[config.mk]
export PLATFORM = sky130hd
export DESIGN_NAME = recon_io_arb
export DESIGN_NICKNAME = d
export VERILOG_FILES = /design/src/rtl/recon_io_arb.sv
export SDC_FILE = /design/constraint.sdc
export NUM_CORES = 1
export LEC_CHECK = 0
export ABC_AREA = 1
export BUFFER_PORTS_ARGS = -buffer_cell sky130_fd_sc_hd__buf_2
export CORE_AREA = 3 3 86 88
export DETAILED_ROUTE_END_ITERATION = 7
export DIE_AREA = 0 0 89 91
export PLACE_DENSITY = 0.74
export SLEW_MARGIN = 15
export SYNTH_ARGS = -nofsm -noshare
export SYNTH_HDL_FRONTEND = slang
export SYNTH_SLANG_ARGS = --single-unit
[constraint.sdc]
create_clock -name clk -period 1.45 [get_ports clk]
set_clock_uncertainty 0.2 [all_clocks]
set_input_delay 0.435 -clock clk [delete_from_list [all_inputs] [get_ports clk]]
set_output_delay 0.435 -clock clk [all_outputs]
set_load 0.01 [all_outputs]
[src/rtl/recon_io_arb.sv]
// Two-master Avalon-MM arbiter in front of the single-cycle recon IO slave.
// Define RECON_IO_ARB_RR_EN for round-robin arbitration; default is fixed priority (m0 wins).
module recon_io_arb #(
    parameter int ADDR_WIDTH = 6,
    parameter int DATA_WIDTH = 32
) (
    input  logic                  clk,
    input  logic                  reset_n,
    input  logic [ADDR_WIDTH-1:0] m0_address,
    input  logic                  m0_chipselect,
    input  logic                  m0_read,
    input  logic                  m0_write,
    input  logic [DATA_WIDTH-1:0] m0_writedata,
    output logic [DATA_WIDTH-1:0] m0_readdata,
    output logic                  m0_waitrequest,
    output logic                  m0_readdatavalid,
    input  logic [ADDR_WIDTH-1:0] m1_address,
    input  logic                  m1_chipselect,
    input  logic                  m1_read,
    input  logic                  m1_write,
    input  logic [DATA_WIDTH-1:0] m1_writedata,
    output logic [DATA_WIDTH-1:0] m1_readdata,
    output logic                  m1_waitrequest,
    output logic                  m1_readdatavalid,
    output logic [ADDR_WIDTH-1:0] s_address,
    output logic                  s_chipselect,
    output logic                  s_read,
    output logic                  s_write,
    output logic [DATA_WIDTH-1:0] s_writedata,
    input  logic [DATA_WIDTH-1:0] s_readdata
);

    localparam logic [1:0] IDLE   = 2'd0;
    localparam logic [1:0] ISSUE  = 2'd1;
    localparam logic [1:0] RDWAIT = 2'd2;

    logic [1:0]            state;
    logic                  grant;
    logic                  last_grant;
    logic                  rd_pend;
    logic                  req0;
    logic                  req1;
    logic                  next_grant;
    logic                  g_cs;
    logic                  g_rd;
    logic                  g_wr;
    logic                  g_req;
    logic [ADDR_WIDTH-1:0] g_addr;
    logic [DATA_WIDTH-1:0] g_wdata;
    logic                  issue;
    logic                  issue_rd;

    assign req0 = m0_chipselect & (m0_read | m0_write);
    assign req1 = m1_chipselect & (m1_read | m1_write);

`ifdef RECON_IO_ARB_RR_EN
    always_comb begin
        if (req0 && req1) begin
            next_grant = ~last_grant;
        end else begin
            next_grant = req1;
        end
    end

    logic unused_rd_pend;
    assign unused_rd_pend = rd_pend;
`else
    assign next_grant = ~req0;

    // last_grant is kept for parity with the round-robin build but not consulted here
    logic unused_state_bits;
    assign unused_state_bits = last_grant ^ rd_pend;
`endif

    assign g_cs    = grant ? m1_chipselect : m0_chipselect;
    assign g_rd    = grant ? m1_read       : m0_read;
    assign g_wr    = grant ? m1_write      : m0_write;
    assign g_addr  = grant ? m1_address    : m0_address;
    assign g_wdata = grant ? m1_writedata  : m0_writedata;
    assign g_req   = g_cs & (g_rd | g_wr);

    // A granted master that dropped its request issues nothing; read+write counts as a write
    assign issue    = (state == ISSUE) & g_req;
    assign issue_rd = issue & g_rd & ~g_wr;

    assign s_address    = g_addr;
    assign s_writedata  = g_wdata;
    assign s_chipselect = issue;
    assign s_read       = issue_rd;
    assign s_write      = issue & g_wr;

    assign m0_waitrequest = req0 & ~((state == ISSUE) & ~grant);
    assign m1_waitrequest = req1 & ~((state == ISSUE) & grant);

    assign m0_readdata = s_readdata;
    assign m1_readdata = s_readdata;

    always_ff @(posedge clk or negedge reset_n) begin
        if (!reset_n) begin
            state            <= IDLE;
            grant            <= 1'b0;
            last_grant       <= 1'b1;
            rd_pend          <= 1'b0;
            m0_readdatavalid <= 1'b0;
            m1_readdatavalid <= 1'b0;
        end else begin
            m0_readdatavalid <= issue_rd & ~grant;
            m1_readdatavalid <= issue_rd & grant;
            rd_pend          <= issue_rd;
            case (state)
                IDLE: begin
                    if (req0 || req1) begin
                        grant <= next_grant;
                        state <= ISSUE;
                    end
                end
                ISSUE: begin
                    last_grant <= grant;
                    state      <= issue_rd ? RDWAIT : IDLE;
                end
                RDWAIT:  state <= IDLE;
                default: state <= IDLE;
            endcase
        end
    end

endmodule

==> metrics.txt <==
# TYPE chip_impl_metric gauge
chip_impl_info{name="timing.hold.worst.class",value="primary input to register"} 1
chip_impl_metric{name="globalRoute.totalOverflow",unit=""} 0
chip_impl_metric{name="ff_latch_area",unit="µm²"} 126
chip_impl_metric{name="diodes",unit=""} 0
chip_impl_info{name="grt_setup_unrepaired",value="yes"} 1
chip_impl_metric{name="cts-htree-levels",unit=""} 1
chip_impl_metric{name="worst_slack",unit="ns"} -0.527
chip_impl_metric{name="drive_gt1_share",unit="%"} 75.7
chip_impl_metric{name="number_of_register_bits_inferred_by_synthesis",unit=""} 5
chip_impl_metric{name="final_hold_viol_count",unit=""} 0
chip_impl_metric{name="combinationalPowerShare",unit="%"} 87.9
chip_impl_info{name="cp_slowest_cell",value="sky130_fd_sc_hd__dfrtp_2"} 1
chip_impl_metric{name="switching_share",unit="%"} 45.4
chip_impl_metric{name="ff2ff_setup_slack",unit="ns"} 0
chip_impl_metric{name="die-area",unit="µm²"} 8100
chip_impl_metric{name="ios",unit=""} 225
chip_impl_info{name="violations",value="negative setup slack"} 1
chip_impl_metric{name="drtAntennaViolNets",unit=""} 0
chip_impl_metric{name="power.share.sequential",unit="%"} 5.4
chip_impl_metric{name="num_rows",unit=""} 30
chip_impl_metric{name="critical_path_arrival",unit="ns"} 1.34
chip_impl_metric{name="floorplan.initialDensity",unit="%"} 18.7
chip_impl_info{name="clock_tree_from_tritoncts",value="yes"} 1
chip_impl_metric{name="synthMuxAreaShare",unit="%"} 0
chip_impl_info{name="crit_start",value="grant"} 1
chip_impl_metric{name="slowest_delay",unit="ns"} 0.44
chip_impl_info{name="r2r-start",value="grant"} 1
chip_impl_metric{name="critical_path_buf_inv_count",unit=""} 3
chip_impl_metric{name="maxCapViolCount",unit=""} 0
chip_impl_info{name="synth_top_family_by_area",value="buffers and inverters"} 1
chip_impl_metric{name="clkLatencyLatePin",unit="ns"} 0.22
chip_impl_metric{name="yosysWarningCount",unit=""} 0
chip_impl_metric{name="r2r.worst_path.cells",unit=""} 6
chip_impl_metric{name="finalNetCount",unit=""} 434
chip_impl_info{name="cts-root-buf",value="sky130_fd_sc_hd__clkbuf_8"} 1
chip_impl_metric{name="synthSimpleGateAreaFrac",unit="%"} 42.3
chip_impl_metric{name="power.ir.vdd_worst",unit="mV"} 0.608
chip_impl_metric{name="final_max_slew_viol_count",unit=""} 0
chip_impl_metric{name="detailed_place.area",unit="µm²"} 1610
chip_impl_metric{name="synth_compound_gate_area_share",unit="%"} 1.80
chip_impl_info{name="worstPathCellList",value="buf_6 -> nor2_1 -> nor2_4 -> nand2_1 -> inv_2 -> buf_6"} 1
chip_impl_metric{name="number_of_global_route_vias_before_repair",unit=""} 1591
chip_impl_info{name="crit_path_end_kind",value="primary output"} 1
chip_impl_metric{name="worst_slew_margin_rel",unit="%"} 84.3
chip_impl_info{name="critical_path.endpoint",value="s_read"} 1
chip_impl_metric{name="initial_antenna_violation_count",unit=""} 0
chip_impl_metric{name="global_placement_routability_congestion",unit=""} 0.753
chip_impl_metric{name="power-per-cell-area",unit="nW/µm²"} 1630
chip_impl_metric{name="internal_power",unit="µW"} 2070
chip_impl_metric{name="worst-path-max-fanout",unit=""} 5
chip_impl_metric{name="grt_max_degree",unit=""} 29
chip_impl_metric{name="numClockSinks",unit=""} 5
chip_impl_metric{name="die_w",unit="µm"} 89
chip_impl_info{name="worstReg2RegEnd",value="state[1]"} 1
chip_impl_metric{name="timing.fmax",unit="MHz"} 506
chip_impl_metric{name="detailed_route_wire_length_per_cell",unit="µm"} 14.7
chip_impl_metric{name="final_cell_area",unit="µm²"} 2320
chip_impl_metric{name="yosys.area_share.adder",unit="%"} 0
chip_impl_metric{name="asyncSetResetFlopFracSynth",unit="%"} 100
chip_impl_metric{name="net_count_synth",unit=""} 349
chip_impl_metric{name="hpwl",unit="µm"} 3890
chip_impl_info{name="run_status",value="finished, violations left"} 1
chip_impl_metric{name="die_height",unit="µm"} 91
chip_impl_metric{name="synth.avg_cell_area",unit="µm²"} 5.38
chip_impl_info{name="synth.largest_area_cell",value="sky130_fd_sc_hd__buf_4"} 1
chip_impl_metric{name="areaGrowthSynthToFinish",unit="%"} 85.1
chip_impl_metric{name="drtPass1Iterations",unit=""} 6
chip_impl_metric{name="clk_pin_slew_worst_paths",unit="ns"} 0.03
chip_impl_metric{name="synthesized_area",unit="µm²"} 1250
chip_impl_metric{name="synth_xor_xnor_area_share",unit="%"} 0
chip_impl_metric{name="io_buffer_count",unit=""} 128
chip_impl_metric{name="via_count",unit=""} 1631
chip_impl_metric{name="postSynthCellCount",unit=""} 233
chip_impl_metric{name="synth_largest_type_area_fraction",unit="%"} 38.9
chip_impl_metric{name="globalRouteTotalUtil",unit="%"} 12.7
chip_impl_metric{name="final.period_utilization",unit="%"} 136
chip_impl_metric{name="synth_enable_flop_cells",unit=""} 0
chip_impl_metric{name="worst_slack_at_placement",unit="ns"} -0.352
chip_impl_metric{name="cts.path.max_buffers",unit=""} 2
chip_impl_metric{name="global_route_wire_length_before_repair",unit="µm"} 7840
chip_impl_info{name="timing.critical_path.max_delay_family",value="flip-flops"} 1
chip_impl_metric{name="wl",unit="µm"} 5840
chip_impl_metric{name="p_leak",unit="µW"} 0.00139
chip_impl_metric{name="finalCriticalPeriod",unit="ns"} 1.98
chip_impl_metric{name="synthDistinctLibCells",unit=""} 13
chip_impl_metric{name="core_area",unit="µm²"} 6720
chip_impl_metric{name="cts_made_buffers",unit=""} 3
chip_impl_info{name="synth_ff_type",value="sky130_fd_sc_hd__dfrtp_1"} 1
chip_impl_info{name="synthTopCellsByArea",value="sky130_fd_sc_hd__buf_4, sky130_fd_sc_hd__nand2_1, sky130_fd_sc_hd__dfrtp_1, sky130_fd_sc_hd__inv_1, sky130_fd_sc_hd__buf_2"} 1
chip_impl_metric{name="finalSetupViolations",unit=""} 44
chip_impl_metric{name="power.net_switching",unit="µW"} 1720
chip_impl_metric{name="worst-slew-pin-transition",unit="ns"} 0.234
chip_impl_metric{name="clockPowerShare",unit="%"} 6.7
chip_impl_metric{name="number_of_cells_on_the_critical_path",unit=""} 6
chip_impl_metric{name="ys_seq_area_share",unit="%"} 9.98
chip_impl_info{name="kind_of_critical_path",value="register to primary output"} 1
chip_impl_metric{name="multi_input_gate_area_in_the_final_layout",unit="µm²"} 843
chip_impl_metric{name="drc",unit=""} 0
chip_impl_metric{name="drt-initial-drc-count",unit=""} 24
chip_impl_metric{name="hold_ws",unit="ns"} 0.333
chip_impl_info{name="synth.cells.most_frequent",value="sky130_fd_sc_hd__nand2_1, sky130_fd_sc_hd__buf_4, sky130_fd_sc_hd__inv_1"} 1
chip_impl_metric{name="fin_tns_setup",unit="ns"} -19.22
chip_impl_info{name="crit_path_frequent_cell",value="sky130_fd_sc_hd__buf_6"} 1
chip_impl_info{name="synthMostInstantiatedCell",value="sky130_fd_sc_hd__nand2_1"} 1
chip_impl_metric{name="avgViaCountPerCell",unit=""} 4.11
chip_impl_metric{name="nFillCells",unit=""} 724
chip_impl_info{name="worstSetupStartpointType",value="register"} 1
chip_impl_metric{name="worst-endpoint-required",unit="ns"} 0.82
==> cells by family (layout without fill, tap and decap cells) <==
| family | Yosys count | count (layout) |
|---|---|---|
| DFF | 5 | 5 |
| AOI/OAI and AO/OA | 4 | 4 |
| and+or+nand+nor | 139 | 139 |
| buffers and inverters | 85 | 169 |
==> how the worst min path moves through the flow <==
stage	startpoint	end	slack (ns)	cells after the start
after detailed placement	reset_n	m0_readdatavalid	0.06	1
after floorplan	reset_n	grant	-0.06	0
after global routing	m0_chipselect	state[0]	0.35	3
final	m0_chipselect	state[0]	0.33	3
after global placement	reset_n	m0_readdatavalid	0.06	1
after CTS	m0_chipselect	state[0]	0.32	3
==> power groups by stage <==
stage	Combinational (µW)	Sequential [µW]	Clock (µW)
CTS	2890	204	258
global placement	1810	198	0
finish	3330	206	252
floorplan	1370	188	0
global route	3590	212	276
detailed placement	1860	201	0
==> metrics by stage <==
| step | instances | power (µW) | utilization, % |
|---|---|---|---|
| floorplan | 233 | 1560 | - |
| finish | 397 | 3790 | 34.5 |
| CTS | 394 | 3350 | 30.7 |
| detailed placement | 379 | 2060 | 23.9 |
| global route | 397 | 4080 | 34.5 |
| global placement | 379 | 2010 | 23.9 |
==> routing by layer <==
metal  global-route usage [%]  routed length [µm]
met1                     14.0                2080
met2                     21.8                2920
met3                     2.54                 539
met4                     7.44                 297
met5                        0                   0
==> area by class of cell <==
cell class	instances	area share [%]
Timing Repair Buffer	153	49.9
Clock buffer	4	1.94
Inverter	12	2.05
Tap cell	80	4.31
Multi-Input combinational cell	143	36.3
Sequential cell	5	5.44
==> repair_timing <==
action / in CTS / in global routing
pin swaps: 3 / 13
gates cloned: 4 / 2
resized for setup: 55 / 62
hold endpoints to repair: 5 / 0
setup buffers: 6 / 2
hold buffers: 1 / 0
setup endpoints to repair: 45 / 46
==> cells in the final DEF (no fill, tap or decap) <==
cell and n:
sky130_fd_sc_hd__clkbuf_8 3, sky130_fd_sc_hd__buf_4 10, sky130_fd_sc_hd__nand2_2 54, sky130_fd_sc_hd__buf_12 4, sky130_fd_sc_hd__buf_8 2, sky130_fd_sc_hd__o211ai_1 1
sky130_fd_sc_hd__a21oi_2 2, sky130_fd_sc_hd__buf_2 103, sky130_fd_sc_hd__o21ai_0 1, sky130_fd_sc_hd__nand3_1 1, sky130_fd_sc_hd__buf_6 28, sky130_fd_sc_hd__clkbuf_16 2
sky130_fd_sc_hd__nand2_4 17, sky130_fd_sc_hd__nor2_1 3, sky130_fd_sc_hd__inv_4 1, sky130_fd_sc_hd__dfrtp_1 4, sky130_fd_sc_hd__nor2_4 2, sky130_fd_sc_hd__clkbuf_1 1
sky130_fd_sc_hd__buf_16 3, sky130_fd_sc_hd__nor2_2 5, sky130_fd_sc_hd__dfrtp_2 1, sky130_fd_sc_hd__dlygate4sd3_1 1, sky130_fd_sc_hd__nand2_1 57, sky130_fd_sc_hd__inv_1 8
sky130_fd_sc_hd__inv_2 3
==> registers in the layout, summed over array words and instances, names as in the netlist <==
register          count
m0_readdatavalid      1
m1_readdatavalid      1
state                 2
grant                 1
==> worst min-delay path, stage by stage <==
cell and delay, ns:
sky130_fd_sc_hd__buf_2 0.10, sky130_fd_sc_hd__o211ai_1 0.11, sky130_fd_sc_hd__nand2_1 0.07
No activity file was read; power rests on OpenSTA's default activity.
